<file path="config.mk">
export PLATFORM = sky130hd
export DESIGN_NAME = c_hazard_controller
export DESIGN_NICKNAME = d
export VERILOG_FILES = /design/src/rtl/c_hazard_pkg.sv /design/src/rtl/c_forward_unit.sv /design/src/rtl/c_hazard_controller.sv
export SDC_FILE = /design/constraint.sdc
export NUM_CORES = 1
export LEC_CHECK = 0
export ABC_CLOCK_PERIOD_IN_PS = 3200
export BUFFER_PORTS_ARGS = -buffer_cell sky130_fd_sc_hd__clkbuf_2
export CORE_ASPECT_RATIO = 1.1
export CORE_MARGIN = 2
export CORE_UTILIZATION = 52
export CTS_CLUSTER_DIAMETER = 60
export DETAILED_ROUTE_END_ITERATION = 12
export PLACE_DENSITY = 0.86
export RECOVER_POWER = 50
export SLEW_MARGIN = 20
export SYNTH_ARGS = -nofsm -noshare
export SYNTH_HDL_FRONTEND = slang
export SYNTH_HIERARCHICAL = 1
export SYNTH_SLANG_ARGS = --single-unit
</file>
<file path="constraint.sdc">
create_clock -name clk -period 3.2 [get_ports clk]
set_clock_uncertainty 0.2 [all_clocks]
set_input_delay 0.32 -clock clk [delete_from_list [all_inputs] [get_ports clk]]
set_output_delay 0.32 -clock clk [all_outputs]
set_load 0.01 [all_outputs]
</file>
<file path="src/rtl/c_hazard_pkg.sv">
// ---------------------------------------------------------------------------
// c_hazard_pkg
// Shared types and constants for the pipeline hazard unit.
//   hazard_state_t : sequencing state of the hazard FSM
//   FWD_*          : operand-select encodings driven on FwdAE / FwdBE
//   REG_ZERO       : architectural x0, never a real dependency
// ---------------------------------------------------------------------------
package c_hazard_pkg;

  typedef enum logic [1:0] {
    RUN     = 2'd0,
    LU_WAIT = 2'd1,
    REDIR   = 2'd2
  } hazard_state_t;

  localparam logic [1:0] FWD_RF    = 2'b00;
  localparam logic [1:0] FWD_W_ALU = 2'b01;
  localparam logic [1:0] FWD_W_LD  = 2'b10;

  localparam logic [4:0] REG_ZERO  = 5'd0;

endpackage

</file>
<file path="src/rtl/c_forward_unit.sv">
// ---------------------------------------------------------------------------
// c_forward_unit
// Combinational W->E operand forward select for one source operand.
// Ports:
//   rs_E      in  5  source register of the instruction in E
//   rd_W      in  5  destination of the instruction in W
//   RegWE_E_W in  1  W instruction writes an ALU result
//   RegWE_W_W in  1  W instruction writes load data
//   fwd       out 2  FWD_RF / FWD_W_ALU / FWD_W_LD
// ---------------------------------------------------------------------------
module c_forward_unit
  import c_hazard_pkg::*;
(
  input  logic [4:0] rs_E,
  input  logic [4:0] rd_W,
  input  logic       RegWE_E_W,
  input  logic       RegWE_W_W,
  output logic [1:0] fwd
);

  // A match against x0 is never forwarded. When W carries both flags the
  // load data path takes precedence over the ALU result.
  always_comb begin
    fwd = FWD_RF;
    if (rd_W != REG_ZERO && rd_W == rs_E) begin
      if (RegWE_W_W) begin
        fwd = FWD_W_LD;
      end else if (RegWE_E_W) begin
        fwd = FWD_W_ALU;
      end
    end
  end

endmodule

</file>
<file path="src/rtl/c_hazard_controller.sv">
// ---------------------------------------------------------------------------
// c_hazard_controller
// Central hazard unit for the in-order F/D/E/W pipeline.
// Ports:
//   clk, reset                     clock, async active-high reset
//   rs1_D, rs2_D, rs*_used_D       sources of the instruction in D
//   rs1_E, rs2_E, rd_E, RegWE_W_E  operands / load flag of the E instruction
//   branch_taken_E, jump_E         control transfer resolved in E
//   rd_W, RegWE_E_W, RegWE_W_W     writeback of the W instruction
//   mem_access_W, dmem_ready       data memory handshake in W
//   StallF/D/E/W, FlushD/E         stage register controls
//   FwdAE, FwdBE                   operand forward selects
//   stall_count                    cycles with any stall asserted (wraps)
// ---------------------------------------------------------------------------
module c_hazard_controller
  import c_hazard_pkg::*;
#(
  parameter int LOAD_USE_BUBBLES = 1,
  parameter int FETCH_LATENCY    = 1,
  parameter int CNT_W            = 32
) (
  input  logic             clk,
  input  logic             reset,
  input  logic [4:0]       rs1_D,
  input  logic [4:0]       rs2_D,
  input  logic             rs1_used_D,
  input  logic             rs2_used_D,
  input  logic [4:0]       rs1_E,
  input  logic [4:0]       rs2_E,
  input  logic [4:0]       rd_E,
  input  logic             RegWE_W_E,
  input  logic             branch_taken_E,
  input  logic             jump_E,
  input  logic [4:0]       rd_W,
  input  logic             RegWE_E_W,
  input  logic             RegWE_W_W,
  input  logic             mem_access_W,
  input  logic             dmem_ready,
  output logic             StallF,
  output logic             StallD,
  output logic             StallE,
  output logic             StallW,
  output logic             FlushD,
  output logic             FlushE,
  output logic [1:0]       FwdAE,
  output logic [1:0]       FwdBE,
  output logic [CNT_W-1:0] stall_count
);

  localparam logic [1:0] LU_INIT  = 2'(LOAD_USE_BUBBLES - 1);
  localparam logic [1:0] RED_INIT = 2'(FETCH_LATENCY - 1);

  hazard_state_t state, state_next;
  logic [1:0]    cnt, cnt_next;
  logic          mem_wait, redirect, load_use;
  logic          stall_f, stall_d, stall_e, stall_w, flush_d, flush_e;
  logic [1:0]    fwd_a, fwd_b;

  assign mem_wait = mem_access_W && !dmem_ready;
  assign redirect = branch_taken_E || jump_E;
  assign load_use = RegWE_W_E && (rd_E != REG_ZERO) &&
                    ((rs1_used_D && rs1_D == rd_E) ||
                     (rs2_used_D && rs2_D == rd_E));

  // State and bubble counter. Reset discards any pending bubbles or flushes.
  always_ff @(posedge clk or posedge reset) begin
    if (reset) begin
      state <= RUN;
      cnt   <= 2'd0;
    end else begin
      state <= state_next;
      cnt   <= cnt_next;
    end
  end

  // Next state and stage controls. A memory wait freezes the whole pipe and
  // the FSM, so a branch sitting in E is simply re-evaluated once memory is
  // ready. A redirect beats a load-use match because D is then wrong-path.
  always_comb begin
    state_next = state;
    cnt_next   = cnt;
    stall_f    = 1'b0;
    stall_d    = 1'b0;
    stall_e    = 1'b0;
    stall_w    = 1'b0;
    flush_d    = 1'b0;
    flush_e    = 1'b0;
    if (reset) begin
      state_next = RUN;
    end else if (mem_wait) begin
      stall_f = 1'b1;
      stall_d = 1'b1;
      stall_e = 1'b1;
      stall_w = 1'b1;
    end else begin
      unique case (state)
        RUN: begin
          if (redirect) begin
            flush_d = 1'b1;
            flush_e = 1'b1;
            if (FETCH_LATENCY > 1) begin
              state_next = REDIR;
              cnt_next   = RED_INIT;
            end
          end else if (load_use) begin
            stall_f = 1'b1;
            stall_d = 1'b1;
            flush_e = 1'b1;
            if (LOAD_USE_BUBBLES > 1) begin
              state_next = LU_WAIT;
              cnt_next   = LU_INIT;
            end
          end
        end
        LU_WAIT: begin
          stall_f  = 1'b1;
          stall_d  = 1'b1;
          flush_e  = 1'b1;
          cnt_next = cnt - 2'd1;
          if (cnt == 2'd1) begin
            state_next = RUN;
          end
        end
        REDIR: begin
          flush_d  = 1'b1;
          cnt_next = cnt - 2'd1;
          if (cnt == 2'd1) begin
            state_next = RUN;
          end
        end
        default: begin
          state_next = RUN;
          cnt_next   = 2'd0;
        end
      endcase
    end
  end

  // A stage that is flushed must not also hold; the flush wins.
  assign StallF = stall_f;
  assign StallD = stall_d && !flush_d;
  assign StallE = stall_e && !flush_e;
  assign StallW = stall_w;
  assign FlushD = flush_d;
  assign FlushE = flush_e;

  // Count every cycle in which any stage is held.
  always_ff @(posedge clk or posedge reset) begin
    if (reset) begin
      stall_count <= '0;
    end else if (StallF || StallD || StallE || StallW) begin
      stall_count <= stall_count + CNT_W'(1);
    end
  end

  c_forward_unit u_fwd_a (
    .rs_E      (rs1_E),
    .rd_W      (rd_W),
    .RegWE_E_W (RegWE_E_W),
    .RegWE_W_W (RegWE_W_W),
    .fwd       (fwd_a)
  );

  c_forward_unit u_fwd_b (
    .rs_E      (rs2_E),
    .rd_W      (rd_W),
    .RegWE_E_W (RegWE_E_W),
    .RegWE_W_W (RegWE_W_W),
    .fwd       (fwd_b)
  );

  assign FwdAE = reset ? FWD_RF : fwd_a;
  assign FwdBE = reset ? FWD_RF : fwd_b;

  // E holds a bubble while bubbles or wrong-path fetches are pending, so a
  // control transfer resolving there indicates a broken pipeline upstream.
  redirect_only_in_run : assert property (
    @(posedge clk) disable iff (reset)
    (!mem_wait && state != RUN) |-> !redirect
  );

endmodule

</file>
==> key figures <==
Hold path
  • Class of the worst hold path: flop to flop
  • WHS Endpoint: stall_count[31]
  • WHS Path Cells: 1
  • Hold_sp: stall_count[31]

STA
  • Post-Route Setup TNS: 0 ps
  • Fin. Hold Viols: 0
  • Pins Over Slew Limit: 33
  • Fmax: 0.428 GHz
  • Crit share post-route: 0.731
  • Tmin final: 2340 ps
  • Worst rel slew slack: -0.102
  • Setup Viol. Count Final: 0
  • Actual slew at the worst max-slew pin: 1650 ps
  • Min Hold Slack: 272 ps
  • Unrepaired setup endpoints after global routing: false

Global route
  • Global Route Usage Sum: 0.209
  • Initial antenna violation count: 0
  • Global route overflow: 0
  • Number of global-route vias before repair: 1667
  • Pin count of the biggest net entering global routing: 33
  • Global-route wire length before repair: 7070 µm

Synthesis
  • Asr flop ratio synth: 1.00
  • Flops & latches, synth: 32
  • Count of cell types in the netlist: 38
  • Syn. warnings: 6
  • Post-Syn Area: 1990 µm²
  • Post-synth EDFFs: 0
  • Mean Syn Cell Area: 10.2 µm²
  • Synthesized net count: 238
  • Area contributors post-synth: dfrtp_1, xor2_1, xnor2_1
  • Cells after Synth: 196
  • Post-synth top area share: 0.403
  • Ys flop type: dfrtp_1
  • Post-synth top area cell: dfrtp_1
  • Sequential area share after synthesis: 0.403

Layout
  • Fillers: 327
  • Final nets: 324
  • Most flop-heavy register: stall_count
  • Post-route insts no fill: 333
  • Most frequent cells in the layout: clkbuf_2, dfrtp_1, xor2_1
  • # diodes: 0
  • Max FFs per register: 32
  • Top flop regs: stall_count (32)
  • Core Util, Final: 0.682
  • P&R area growth vs syn: 25.3%
  • Share of cells above drive strength 1: 0.311
  • Final Cell Area: 2490 µm²
  • Commonest non-fill, non-tap cell in the layout: clkbuf_2

Run status
  • Status: finished, violations left
  • Violated checks: max-capacitance violations, max-slew violations

Power and ir drop
  • Leak: 1.23 nW
  • PD cells: 413 nW/µm²
  • Peak supply drop: 0.000173 V

Worst setup path
  • Critical Path RT: 2680 ps
  • CP max stage cell: or4_1
  • Crit path max-delay family: compound AO/OA/AOI/OAI gates
  • Crit-path cells: clkbuf_2 -> or4_1 -> o21a_1 -> a31oi_4 -> inv_1 -> clkbuf_2
  • Crit path largest cell delay: 510 ps
  • Worst setup EP type: output pin
  • Peak fanout along the critical path: 12
  • Crit path arrival time: 1820 ps
  • Crit path launch type: primary input
  • Crit path top cell by count: clkbuf_2
  • Reg2Reg Capture Point: stall_count[28]
  • Crit Path Category: primary input to output pin
  • Buf/Inv on CP: 3
  • RR Startpoint: stall_count[6]
  • Critical path depth in cells: 6
  • R2r worst-path depth: 6
  • R2R setup slack: 930 ps

Floorplan
  • Die Ht: 68.9 µm
  • Initial core utilization: 0.544
  • Core region area: 3650 µm²
  • I/O Pins: 83
  • Die ar.: 4340 µm²
  • Die width: 63.0 µm
  • Row count: 23

Place
  • Hpwl dp: 3430 µm
  • PortBufs: 82
  • Cell count after placement: 325
  • Final Wtd Congestion: 0.840
  • Placed cell areas: 2430 µm²

Detailed routing
  • DR vias: 1757
  • DR WL/cell: 13.1 µm
  • Vias per cell: 5.28
  • Remaining DRCs: 0
  • Initial drt markers: 77
  • DRT Pass-1 Iters: 4
  • Detailed Route WL: 4360 µm
  • Post-DRT Antenna Nets: 0

Clock network
  • Setup Fix Bufs, Post-CTS: 0
  • Root buf cell: clkbuf_8
  • Htree depth: 2
  • Post-CTS sizing: 0
  • CTS sink cnt: 32
  • Reg clk slew, reported paths: 60 ps
  • Total CTS buffers: 5
  • Clk Latency, worst-skew pair: 280 ps
  • CTS tree: done
  • Hold_buf cts: 0
  • Clock buffer depth: 2

Run
  • Max cap viols: 1
## final cells by class
cell class | count | area, µm² | share of cell area
clock buffers | 6 | 82.6 | 0.0331
clock inverters | 2 | 10.0 | 0.00401
inverters | 8 | 32.5 | 0.0130
multi-input cells | 150 | 1100 | 0.443
flip-flops and latches | 32 | 801 | 0.321
well taps | 50 | 62.6 | 0.0251
repair buffers | 85 | 402 | 0.161
## per-stage QoR
step                setup slack, ps  total power [mW]
detailed placement              749             0.732
finish                          862              1.03
floorplan                       838             0.627
global placement                808             0.723
CTS                             864              1.05
global route                    748              1.09
## worst reg2reg max path, stage by stage, from the launching register on
cell,delay [ps]
dfrtp_1,390
nand2_1,150
nor2_2,170
nand3_1,290
or3_4,500
nor4_2,290
xor2_1,190
## where the power goes
part | total, mW | switching [mW] | internal [mW]
Sequential | 0.499 | 0.0512 | 0.447
Combinational | 0.213 | 0.108 | 0.105
Clock | 0.320 | 0.148 | 0.171
## routing by layer
layer  vias to the layer above  share of wire  wire, µm  global-route usage
li1                        857              -         -                   -
met1                       818           0.40      1740               0.236
met2                        75           0.51      2240               0.392
met3                         7          0.072       315              0.0390
met4                         0          0.016        68              0.0944
met5                         -              0         0                   0
## Yosys cell counts, types with 3 or more instances
master,count
dfrtp_1,32
xor2_1,26
xnor2_1,19
nand3_1,16
nand2_1,15
nor3_1,11
nor2_1,8
nor4_1,8
inv_1,7
and3_1,6
nand4_1,6
nor2b_1,5
xnor2_2,4
a211oi_1,3
nor4_2,3
## cells by family after synthesis
group / after synthesis / share of synthesized area
mux: 1 / 0.00754
flops: 32 / 0.403
compound gates: 10 / 0.0509
fa+ha+maj: 1 / 0.00629
buf+inv: 14 / 0.0428
xor+xnor: 49 / 0.231
simple gates: 89 / 0.259
## how the worst max path moves through the flow
stage                            to  slack [ps]     from
finish                       StallD         860  rd_E[1]
global placement    stall_count[18]         810  rd_E[1]
detailed placement  stall_count[18]         750  rd_E[1]
global route                 StallD         750  rd_E[1]
floorplan           stall_count[16]         840    reset
CTS                          StallD         860  rd_E[1]
Note: power is estimated with default switching activity, not from simulation.
